[src/rtl/serial_subtractor_pkg.sv]
// Shared types and helpers for the bit-serial subtractor.
package serial_subtractor_pkg;

   typedef enum logic [1:0] {
      IDLE = 2'd0,
      RUN  = 2'd1,
      DONE = 2'd2
   } sub_state_t;

   localparam int MAX_WIDTH = 64;

   // Difference bit of a 1-bit full subtractor
   function automatic logic fs_diff(input logic a, input logic b, input logic br);
      return a ^ b ^ br;
   endfunction

   // Borrow-out of a 1-bit full subtractor
   function automatic logic fs_borrow(input logic a, input logic b, input logic br);
      return (~a & b) | (~(a ^ b) & br);
   endfunction

endpackage

[src/rtl/serial_subtractor_cell.sv]
// Combinational 1-bit full subtractor: d = a - b - bin, bout = borrow-out.
module full_subtractor_cell
   import serial_subtractor_pkg::*;
(
   input  logic a,
   input  logic b,
   input  logic bin,
   output logic d,
   output logic bout
);

   assign d    = fs_diff(a, b, bin);
   assign bout = fs_borrow(a, b, bin);

endmodule

[src/rtl/serial_subtractor.sv]
// Bit-serial subtractor: c = (a - b) mod 2^WIDTH, one bit per clock, LSB first.
// Optional SERIAL_SUBTRACTOR_OVFL_EN adds the signed-overflow output ovfl.
module serial_subtractor
   import serial_subtractor_pkg::*;
#(
   parameter int WIDTH = 4
)
(
   input  logic             clk,
   input  logic             rst_n,
   input  logic             in_valid,
   output logic             in_ready,
   input  logic [WIDTH-1:0] a,
   input  logic [WIDTH-1:0] b,
   output logic             out_valid,
   input  logic             out_ready,
   output logic [WIDTH-1:0] c,
   output logic             borrow
`ifdef SERIAL_SUBTRACTOR_OVFL_EN
   ,
   output logic             ovfl
`endif
);

   localparam int CW = (WIDTH > 1) ? $clog2(WIDTH) : 1;
   localparam logic [CW-1:0] LAST = CW'(WIDTH - 1);

   sub_state_t       state;
   logic [WIDTH-1:0] a_sh;
   logic [WIDTH-1:0] b_sh;
   logic [WIDTH-1:0] r_sh;   // partial result, kept internal so c never shows a partial value
   logic [WIDTH-1:0] r_next;
   logic [WIDTH-1:0] d_msb;
   logic             br;
   logic [CW-1:0]    cnt;
   logic             d;
   logic             br_next;

   full_subtractor_cell u_cell (
      .a    (a_sh[0]),
      .b    (b_sh[0]),
      .bin  (br),
      .d    (d),
      .bout (br_next)
   );

   // New difference bit enters the result from the MSB side
   always_comb begin
      d_msb            = '0;
      d_msb[WIDTH-1]   = d;
      r_next           = (r_sh >> 1) | d_msb;
   end

   // Handshake FSM, operand shifters, bit counter and registered result
   always_ff @(posedge clk or negedge rst_n) begin
      if (!rst_n) begin
         state     <= IDLE;
         in_ready  <= 1'b0;
         out_valid <= 1'b0;
         a_sh      <= '0;
         b_sh      <= '0;
         r_sh      <= '0;
         br        <= 1'b0;
         cnt       <= '0;
         c         <= '0;
         borrow    <= 1'b0;
`ifdef SERIAL_SUBTRACTOR_OVFL_EN
         ovfl      <= 1'b0;
`endif
      end else begin
         case (state)
            IDLE: begin
               in_ready <= 1'b1;
               if (in_valid && in_ready) begin
                  a_sh     <= a;
                  b_sh     <= b;
                  r_sh     <= '0;
                  br       <= 1'b0;
                  cnt      <= '0;
                  in_ready <= 1'b0;
                  state    <= RUN;
               end
            end
            RUN: begin
               a_sh <= a_sh >> 1;
               b_sh <= b_sh >> 1;
               r_sh <= r_next;
               br   <= br_next;
               cnt  <= cnt + CW'(1);
               if (cnt == LAST) begin
                  c         <= r_next;
                  borrow    <= br_next;
`ifdef SERIAL_SUBTRACTOR_OVFL_EN
                  // operand MSBs sit in bit 0 of the shifters on the last bit
                  ovfl      <= (a_sh[0] ^ b_sh[0]) & (a_sh[0] ^ d);
`endif
                  out_valid <= 1'b1;
                  state     <= DONE;
               end
            end
            DONE: begin
               if (out_ready) begin
                  out_valid <= 1'b0;
                  in_ready  <= 1'b1;
                  state     <= IDLE;
               end
            end
            default: state <= IDLE;
         endcase
      end
   end

endmodule

[config.mk]
export PLATFORM = sky130hd
export DESIGN_NAME = serial_subtractor
export DESIGN_NICKNAME = d
export VERILOG_FILES = /design/src/rtl/serial_subtractor_pkg.sv /design/src/rtl/serial_subtractor_cell.sv /design/src/rtl/serial_subtractor.sv
export SDC_FILE = /design/constraint.sdc
export NUM_CORES = 1
export LEC_CHECK = 0
export ABC_CLOCK_PERIOD_IN_PS = 1900
export CAP_MARGIN = 20
export CORE_UTILIZATION = 55
export CTS_BUF_LIST = sky130_fd_sc_hd__clkbuf_4 sky130_fd_sc_hd__clkbuf_8
export DETAILED_ROUTE_END_ITERATION = 8
export PLACE_DENSITY = 0.83
export SLEW_MARGIN = 25
export SYNTH_ARGS = -nofsm -noshare
export SYNTH_HDL_FRONTEND = slang
export SYNTH_SLANG_ARGS = --single-unit
[constraint.sdc]
create_clock -name clk -period 1.9 [get_ports clk]
set_input_delay 0.285 -clock clk [delete_from_list [all_inputs] [get_ports clk]]
set_output_delay 0.285 -clock clk [all_outputs]
set_load 0.005 [all_outputs]
* Word-level counts from Yosys, hierarchy flattened
Index checks and enable logic that the tools add are counted.
** Word-level totals
- Register bits after elaboration :: 24
- Output and inout port bits :: 7
- Word-level logic and storage cells :: 55
** Cells by class
- Add/subtract/negate cells :: 1
- Equal/unequal tests :: 6
- Muxes and demuxes :: 20
- Bitwise operators :: 8
- Reduce and logical (&&, ||, !) cells :: 10
** Operators by type and width (count)
- one-hot mux 4 bit (2 select lines) :: 3
- 2-to-1 mux 4 bit :: 3
- 2-to-1 mux 2 bit :: 4
- != test 2 bit, second input constant :: 3
- one-hot mux 1 bit (2 select lines) :: 3
- one-hot mux 2 bit (3 select lines) :: 1
- AND reduction 2 bit :: 3
- AND reduction 3 bit :: 2
- nonzero test 2 bit :: 3
- 2-to-1 mux 1 bit :: 5
- equality test 2 bit, second input constant :: 2
- bitwise OR 3 x 4 -> 4 bit :: 1
- one-hot mux 2 bit (2 select lines) :: 1
- adder 2 x 1 -> 2 bit, second input constant :: 1
- AND 1 bit :: 2
- equality test 2 x 1 -> 1 bit, second input constant :: 1
- logical NOT 2 bit :: 1
- NOT 1 bit :: 2
- bitwise XOR 1 bit :: 2
- logical AND 1 bit :: 1
- bitwise OR 1 bit :: 1

* Longest topological paths before layout
- Depth in word-level cells :: 5
- Mapped depth :: 5
- Depth with buffers taken out :: 4

* By module
Synthesis repeated with hierarchy kept, for this count alone.
** Unflattened totals
- Cell total of the unflattened synthesis :: 78
- Area total of the unflattened synthesis :: 1068.5 µm²
** Modules (own cells, without submodules)
- serial_subtractor :: instances 1, cells an instance 74, area an instance 1037.2 µm², sequential area each 575.6 µm²
- full_subtractor_cell :: instances 1, cells an instance 4, area an instance 31.3 µm², sequential area each 0.0 µm²

* Worst setup path after synthesis
OpenSTA, ideal clock, no wires.
- Kind :: reg2reg
- Start point :: register b_sh[0]
- End point :: register c[3]
- Data arrival time :: 1.097 ns
- Setup slack :: 0.678 ns
- Stages on the path, launching flop included :: 4
- Buffers on the path :: 0
- Cells stage by stage :: dfrtp_1 inv_1 fa_1 mux2_2
** Between the ends
- Longest elaborated chain between the ends :: 3
** Ends and longest elaborated chain
- from (decl) :: line serial_subtractor.sv:30 : logic [WIDTH-1:0] b_sh;
- from (signal assigned) :: line serial_subtractor.sv:86 : b_sh <= b_sh >> 1;
- bitwise XOR 1 bit (2 in series) :: line serial_subtractor_pkg.sv:14 : return a ^ b ^ br;
- named net d :: line serial_subtractor.sv:36 : logic d;
- bitwise OR 3 x 4 -> 4 bit :: line serial_subtractor.sv:51 : r_next = (r_sh >> 1) | d_msb;
- to (signal assigned) :: line serial_subtractor.sv:91 : c <= r_next;
- to (decl) :: line serial_subtractor.sv:17 : output logic [WIDTH-1:0] c,
The timed path passes the listed nets, and every way through them passes these cells.
A chain may end at the register's enable or synchronous reset.

* Worst setup path in the final report
- Start point :: register in_ready
- End point :: output port in_ready
** RTL lines
- from (decl) :: line serial_subtractor.sv:12 : output logic in_ready,
- from (signal assigned) :: line serial_subtractor.sv:58 : in_ready <= 1'b0;
- from (signal assigned) :: line serial_subtractor.sv:73 : in_ready <= 1'b1;
- from (signal assigned) :: line serial_subtractor.sv:80 : in_ready <= 1'b0;
No word-level cell between the ends.

==> flow_summary_export.csv <==
group,metric,value,unit
status,run_status,"finished clean",
route,ant_nets,0,
power,power_report.internal_total,0.00127,W
cells_and_area,layout-drive-gt1-share,12.3,%
cells_and_area,post-route-util,71.7,%
critical_path,cp_data_arrival_time,1310,ps
critical_path,slowest_cell_on_crit_path,"clkdlybuf4s50_1",
power,netSwitchingPower,0.000716,W
placement,routabilityCongestion,0.759,
timing,fin_max_slew_vios,0,
floorplanning,die_area,2050,um^2
timing,grt_setup_unrepaired,"no",
cells_and_area,synthToLayoutAreaGrowth,21.2,%
floorplanning,fp.dieW,45.3,um
yosys,synth_cell_types,25,
timing,finalSetupTns,0,ps
clock_network,resized_cells_post_cts,0,
critical_path,cp-end-kind,"primary output",
yosys,synthesized_netlist_net_count,101,
clock_network,cts_buffer_depth,2,
yosys,synth.yosys.seq_area_share,55.8,%
clock_network,cts_setup_buffers,0,
timing,layout_setup_ws,301,ps
route,vias,730,
power,cellLeakagePower,0.562,nW
floorplanning,initial_utilization,59.1,%
timing,period_needed,1600,ps
placement,placement.io_buffers,18,
power,combPwrFrac,43.7,%
route,vias_per_cell,5.57,
timing,finalHoldViolations,0,
timing,finalClockSkew,1.23,ps
clock_network,cts.hold.buffers_added,0,
timing,worst_slew_pin_tran,428,ps
critical_path,top_family_by_delay_on_critical_path,"buffers and inverters",
cells_and_area,layout.cells.most_common_list,"dfrtp_1 (23), clkdlybuf4s50_1 (18), o21ai_0 (11)",
flow_run,drv_cap,0,
clock_network,ctsRootBufferMaster,"clkbuf_4",
route,drt_wl_total,1.81,mm
power,clock_power_share,11.4,%
placement,hpwl,1.32,mm
route,post-route-drc-count,0,
power,switching_share,36.1,%
critical_path,critical_path.n_buffers_inverters,1,
timing,maxClockFrequency,625,MHz
yosys,ys_ff_latch,23,
yosys,synthesis.area,1030,um^2
cells_and_area,insertedDiodeCount,0,
floorplanning,num_rows,15,
grt,wire_length_of_the_first_global_routing_pass,2.87,mm
grt,number_of_antenna_violations_at_the_first_check_in_global_routing,0,
floorplanning,floorplan.io_pins,19,
grt,global_route_total_overflow,0,
grt,grt_usage,19.4,%
timing,setup_violation_total_in_the_final_timing_report,0,
cells_and_area,mostFrequentLayoutCell,"dfrtp_1",
clock_network,cts_tree,"yes",
critical_path,critical_path.cell_chain,"clkdlybuf4s50_1",
route,detail_route.wl_per_cell,13.8,um
timing,min_period_over_period,84.2,%
route,detail_route.first_pass.iterations,4,
clock_network,htreeDepth,1,
grt,grt_max_degree,24,
yosys,synth_cells,87,
timing,relSlewSlack,71.5,%
power,vdd_ir_drop_max,823,uV
clock_network,insertion_delay,300,ps
yosys,avg_inst_size_synth,11.9,um^2
floorplanning,chipHeight,45.3,um
critical_path,setup.worst_path.class,"register to primary output",
power,p_per_area,1580,nW/um^2
clock_network,clkSinkCount,23,
clock_network,numCtsBuffers,3,
yosys,synth.yosys.warnings,0,
cells_and_area,design.final.nets,121,
placement,post-place-ws,321,ps
clock_network,clkTransAtPathRegs,130,ps
critical_path,worst_ep_required_time,1620,ps
critical_path,path_max_fanout,6,
floorplanning,design.core.area,1750,um^2
route,drt_iter0_drc,5,
critical_path,cp-start-kind,"register",
grt,grt_pass1_vias,670,
hold_path,timing.hold.worst.class,"input port to asynchronous set/reset pin",
critical_path,critical_path.max_stage_delay,540,ps
power,seq_power_share,44.9,%
[kinds of logic (layout without fill, tap and decap cells)]
family	after synthesis	count (layout)	share of synthesized area (%)
AOI/OAI and AO/OA	31	31	17.9
DFF	23	23	55.8
and+or+nand+nor	12	12	8.12
muxes	10	10	10.2
buffers and inverters	9	28	4.85
adders and majority gates	2	2	3.15
[power groups by stage]
stage          Combinational, W  Sequential [W]  Clock [W]
2_1_floorplan          0.000688        0.000825          0
3_3_place_gp           0.000839        0.000890          0
3_5_place_dp           0.000876        0.000906          0
4_1_cts                0.000881        0.000896   0.000224
5_1_grt                0.000960        0.000925   0.000243
6_report               0.000866        0.000891   0.000225
[cell usage after synthesis, drive strengths merged]
cell type | instances | area, um^2
o31ai | 1 | 7.51
nor2 | 1 | 3.75
ha | 1 | 12.5
inv | 4 | 15.0
nand3b | 1 | 20.0
a21oi | 7 | 38.8
mux2 | 4 | 45.0
o32a | 1 | 10.0
a22o | 4 | 35.0
fa | 1 | 20.0
buf | 4 | 31.3
mux2i | 6 | 60.1
or2 | 1 | 8.76
nand2 | 5 | 18.8
clkbuf | 1 | 3.75
nor2b | 1 | 6.26
and4b | 2 | 20.0
o2bb2ai | 1 | 8.76
o21ai | 17 | 85.1
dfrtp | 23 | 576
nand2b | 1 | 6.26
[metal layers]
metal  GRT usage [%]  wire, um  part of all wire, %
met5               0         0                    0
met4            3.64         0                    0
met3            3.60        53                  2.9
met2            33.3       960                   53
met1            25.8       794                   44
[state kept, by name, indices dropped and copies added (netlist names)]
register	cells
a_sh	4
b_sh	4
c	4
r_sh	3
cnt	2
state	2
borrow	1
br	1
in_ready	1
out_valid	1
[through the flow]
| step | area, um^2 | total power, W | hold slack, ps | std cells |
|---|---|---|---|---|
| floorplan | 1030 | 0.00151 | -10.6 | 87 |
| global placement | 1220 | 0.00173 | 460 | 127 |
| detailed placement | 1220 | 0.00178 | 479 | 127 |
| CTS | 1250 | 0.00200 | 325 | 131 |
| global route | 1250 | 0.00213 | 343 | 131 |
| finish | 1250 | 0.00198 | 315 | 131 |
[area by class of cell]
| cell class | count | area [um^2] |
|---|---|---|
| Sequential cell | 23 | 576 |
| Fill cell | 131 | 494 |
| Multi-Input combinational cell | 55 | 407 |
| Timing Repair Buffer | 20 | 195 |
| Tap cell | 25 | 31.3 |
| Clock buffer | 3 | 22.5 |
| Inverter | 4 | 15.0 |
| Clock inverter | 1 | 5.00 |
[final timing paths]
kind / startpoint / to / slack (ps) / depth (start not counted)
hold / removal: rst_n / c[3] / 320 / 2
setup reg to reg: state[1] / b_sh[1] / 490 / 3
setup / recovery: in_ready / in_ready / 300 / 1
hold reg to reg: borrow / borrow / 500 / 2
min in group clk: borrow / borrow / 500 / 2
max in group asynchronous: rst_n / c[0] / 1360 / 2
(Power assumes the default switching activity.)
==> RTL change 1 (config.mk and constraints unchanged) <==
`WIDTH`: 4 -> 8.
--- a/src/rtl/serial_subtractor.sv
+++ b/src/rtl/serial_subtractor.sv
@@ -4,5 +4,5 @@
    import serial_subtractor_pkg::*;
 #(
-   parameter int WIDTH = 4
+   parameter int WIDTH = 8
 )
 (
Ports: changed (resized a, b and c); port bits go from 19 to 31. The function was not compared with the original's and may differ.
==> RTL change 1 against the original RTL <==
Cell area rose by 73%. Non-clock buffer count rose by 18. Area after synthesis rose by 69%. Sequential cell count rose by 17. Critical endpoint is now c[2]. Power rose by 69%. Routed wire length rose by 68%. Global-route usage rose by 1.4 points. Setup slack got worse by 0.17 ns.
==> RTL change 1: results (changes against the original RTL) <==
Run status
  • Status: finished clean

Global route
  • First-pass GRT wire length: 5250 microns (+83%)
  • Met1 usage: 0.263 (+0.00459)
  • Total GRT Usage: 0.208 (+0.0137)
  • Met3 usage: 0.0440 (+0.00796)
  • Vias in the first global route: 1264 (+89%)
  • Largest net degree at the start of global routing: 41 (+71%)

Worst hold path
  • Hold Crit Class: flop to flop
  • Worst Hold Depth: 2

Synthesis
  • Seq/Total Area, Yosys: 0.574 (+0.0163)
  • Mux cell area share after synthesis: 0.132 (+0.0302)
  • Synth top area cells: dfrtp_1 57%, mux2i_1 8.0%, o21ai_0 6.6%
  • Syn nets: 168 (+66%)
  • Commonest cells in the netlist: 40 x dfrtp_1, 23 x o21ai_0, 14 x mux2i_1

Drt
  • 1st-iter DRT viols: 41 (+36)
  • Routed wire length on met2: 1480 microns (+54%)
  • First-pass DRT Iterations: 6 (+2)
  • Final WL: 3040 microns (+68%)
  • Vias/cell: 5.48 (-1.7%)
  • Vias: 1227 (+68%)
  • Top routing layer used: met4
  • Met3 wire len: 139 microns (+160%)

Placement
  • GPL Wtd Cong: 0.691 (-9.0%)
  • Post-detail-place hpwl: 2130 microns (+61%)
  • IO buf count: 30 (+12)
  • Placement Cell Area: 2070 sq um (+69%)
  • Dpl ws: 0.153 ns (-0.168 ns)

Layout
  • Layout cells sized above 1: 0.139 (+0.0162)
  • Layout net count: 202 (+67%)

Clocking
  • H-tree depth: 2 (+1)
  • Clk slew on worst S/H paths: 0.11 ns (-0.02 ns)
  • CTS Root Cell: clkbuf_4
  • Hold Buf Count CTS: 1 (+1)
  • CTS Buf Count: 5 (+2)

Critical path
  • RR Startpoint: cnt[0]
  • Data arrival time at the worst-slack endpoint: 2.00 ns (+0.69 ns)
  • Critical path's top delay family: adder cells
  • Reg2reg setup slack: 0.13 ns (-0.36 ns)
  • Crit Path Class: flop to flop
  • Crit-path max cell delay: 0.42 ns (-0.12 ns)
  • R2r worst-path depth: 4 (+1)
  • Slowest-stage cell, CP: dfrtp_1
  • Worst flop-to-flop path endpoint: c[2]

STA
  • Slew @ Worst Pin: 0.498 ns (+0.0704 ns)
  • Max Clock Skew: 0.00967 ns (+0.00844 ns)
  • WHS: 0.495 ns (+0.180 ns)
  • F_max: 566 MHz (-9.4%)

Power
  • Lkg Pwr: 0.000961 uW (+71%)
  • Worst IR Drop VDD: 0.000850 V (+3.3%)
  • Switching Fraction: 0.332 (-0.0295)
[RTL change 1: changes by cell type in the layout (fill, tap and decap cells not counted), moves of 2 or more]
cell,unedited run,this run
nor2_1,1,3
o21ai_0,11,23
mux2_2,4,8
a22o_1,4,9
clkbuf_4,3,5
buf_4,2,7
o21ai_1,6,8
dfrtp_1,23,40
clkdlybuf4s50_1,18,29
mux2i_1,6,14
[RTL change 1: final cells by class]
class | count | area [sq um]
clock inverter | 3 | 42.5
sequential | 40 | 1000
inverter | 4 | 15.0
multi-input combinational | 90 | 653
fill | 226 | 866
timing repair buffer | 38 | 358
tap | 44 | 55.1
clock buffer | 5 | 37.5
[RTL change 1: power by group through the flow]
stage / Sequential, uW / Clock [uW] / Combinational, uW
final: 1460 / 543 / 1350
after global routing: 1510 / 585 / 1520
after CTS: 1460 / 566 / 1370
after detailed placement: 1480 / 0 / 1360
after global placement: 1450 / 0 / 1310
after floorplan: 1410 / 0 / 997
==> RTL change 2 (config.mk and constraints unchanged) <==
Made on the original files. The 3 states of `sub_state_t` get a one-hot encoding in 3 bits.
--- a/src/rtl/serial_subtractor_pkg.sv
+++ b/src/rtl/serial_subtractor_pkg.sv
@@ -2,8 +2,8 @@
 package serial_subtractor_pkg;
 
-   typedef enum logic [1:0] {
-      IDLE = 2'd0,
-      RUN  = 2'd1,
-      DONE = 2'd2
+   typedef enum logic [2:0] {
+      IDLE = 3'b001,
+      RUN  = 3'b010,
+      DONE = 3'b100
    } sub_state_t;
 
Formal check against the unedited RTL: no difference found for any inputs over 10 cycles, from zero or initial values and one cycle with rst_n low; not proved beyond that.
==> RTL change 2 against the original RTL <==
Routed wire length up 15%. Cell area rose by 12%. Area after synthesis rose by 14%. Synthesized cell count increased by 10%. Largest cell class unchanged. Sequential cell count increased by 1. Setup slack worse by 0.040 ns. Power decreased by 2.2%. Clock power rose by 18%.
==> RTL change 2: results (changes against the original RTL) <==
Critical path
  • Crit path from: state[2]
  • Setup crit end kind: flop
  • Critical path's top delay family: simple AND/OR/NAND/NOR gates
  • Slowest-stage cell, CP: dfrtp_1
  • Reg2reg setup slack: 0.26 ns (-0.23 ns)
  • Maximum fanout along the worst path: 12 (+6)
  • Crit-path max cell delay: 0.51 ns (-0.03 ns)
  • Data arrival time at the worst-slack endpoint: 1.85 ns (+0.54 ns)
  • RR Startpoint: state[2]
  • R2r worst-path depth: 3 (unchanged)

Run status
  • Status: finished clean

Placement
  • IO buf count: 18 (unchanged)
  • Post-detail-place hpwl: 1510 microns (+14%)
  • GPL Wtd Cong: 0.742 (-2.2%)

Synthesis
  • Syn nets: 110 (+8.9%)
  • Synth top area share: 0.490 (-0.0672)
  • Synth top area cells: dfrtp_1 49%, mux2i_1 5.1%, mux2_2 3.8%
  • Compound-cell area share of the yosys netlist: 0.148 (-0.0312)
  • Post-synthesis adder-cell area fraction: 0.0277 (-0.00380)
  • Count of cell types in the netlist: 34 (+36%)
  • Mux cell area share after synthesis: 0.128 (+0.0261)
  • Post-Synth XOR/XNOR Area: 0 (unchanged)
  • Seq/Total Area, Yosys: 0.513 (-0.0448)
  • Commonest cells in the netlist: 23 x dfrtp_1, 6 x mux2i_1, 5 x inv_1, 5 x nand2_1, 5 x o21ai_0

Layout
  • Antenna fix cells: 0 (unchanged)
  • # fillers: 139 (+6.1%)
  • Layout cells sized above 1: 0.184 (+0.0616)
  • Layout net count: 129 (+6.6%)

Drt
  • Vias: 816 (+12%)
  • Final WL: 2090 microns (+15%)
  • First-pass DRT Iterations: 4 (unchanged)
  • 1st-iter DRT viols: 9 (+4)

STA
  • Max Clock Skew: 0.00757 ns (+0.00634 ns)
  • Slew @ Worst Pin: 0.490 ns (+0.0627 ns)

Clocking
  • CTS Root Cell: clkbuf_4
  • H-tree depth: 1 (unchanged)
  • Clock latency on the worst-skew pair: a little over 0.3 ns
  • Postcts setup bufs: 0 (unchanged)

Global route
  • Largest net degree at the start of global routing: 25 (+4.2%)
  • Total GRT Usage: 0.204 (+0.00948)
  • Vias in the first global route: 782 (+17%)
  • First-pass GRT wire length: 3280 microns (+14%)

Power
  • Lkg Pwr: 0.000596 uW (+6.1%)
  • Worst IR Drop VDD: 0.000813 V (-1.1%)
RTL change 2: cell types whose count changed after synthesis, sizes merged, moves of 3 or more:
cell / before / now
o21ai: 17 / 5
a21oi: 7 / 3
nand3: 0 / 3
nor2: 1 / 4
o221a: 0 / 3
or3: 0 / 3
RTL change 2: power breakdown:
group	total, uW	internal (uW)	switching [uW]
clock network	266	117	149
logic	791	431	360
registers	881	700	181
RTL change 2: cell type report:
class / instances / area, sq um / area share
Multi-Input combinational cell: 60 / 509 / 0.364
Tap cell: 27 / 33.8 / 0.0242
Sequential cell: 24 / 602 / 0.430
Clock buffer: 4 / 36.3 / 0.0259
Timing Repair Buffer: 20 / 195 / 0.140
Inverter: 6 / 22.5 / 0.0161
RTL change 2: worst min-delay path by stage:
stage	depth (start not counted)	endpoint	startpoint	slack, ns
finish	2	r_sh[3]	rst_n	0.31
global route	2	borrow	rst_n	0.35
CTS	2	borrow	rst_n	0.31
detailed placement	1	cnt[0]	cnt[0]	0.48
global placement	2	borrow	borrow	0.46
floorplan	0	a_sh[0]	rst_n	-0.01
RTL change 2: through the flow:
| step | util | area (sq um) | setup WS, ns | hold WS, ns | std cells |
|---|---|---|---|---|---|
| after detailed placement | 0.688 | 1360 | 0.0798 | 0.485 | 137 |
| after floorplan | - | 1170 | 0.535 | -0.0106 | 96 |
| after global routing | 0.706 | 1400 | 0.182 | 0.350 | 141 |
| after CTS | 0.706 | 1400 | 0.261 | 0.314 | 141 |
| after global placement | 0.688 | 1360 | 0.106 | 0.464 | 137 |
| final | 0.706 | 1400 | 0.260 | 0.315 | 141 |
RTL change 2: metal layers:
layer / up-vias / track usage / part of all wire
met4: 0 / 0.0611 / 0
met2: 17 / 0.336 / 0.49
met1: 402 / 0.275 / 0.48
met5: - / 0 / 0
li1: 397 / - / -
met3: 0 / 0.0333 / 0.032
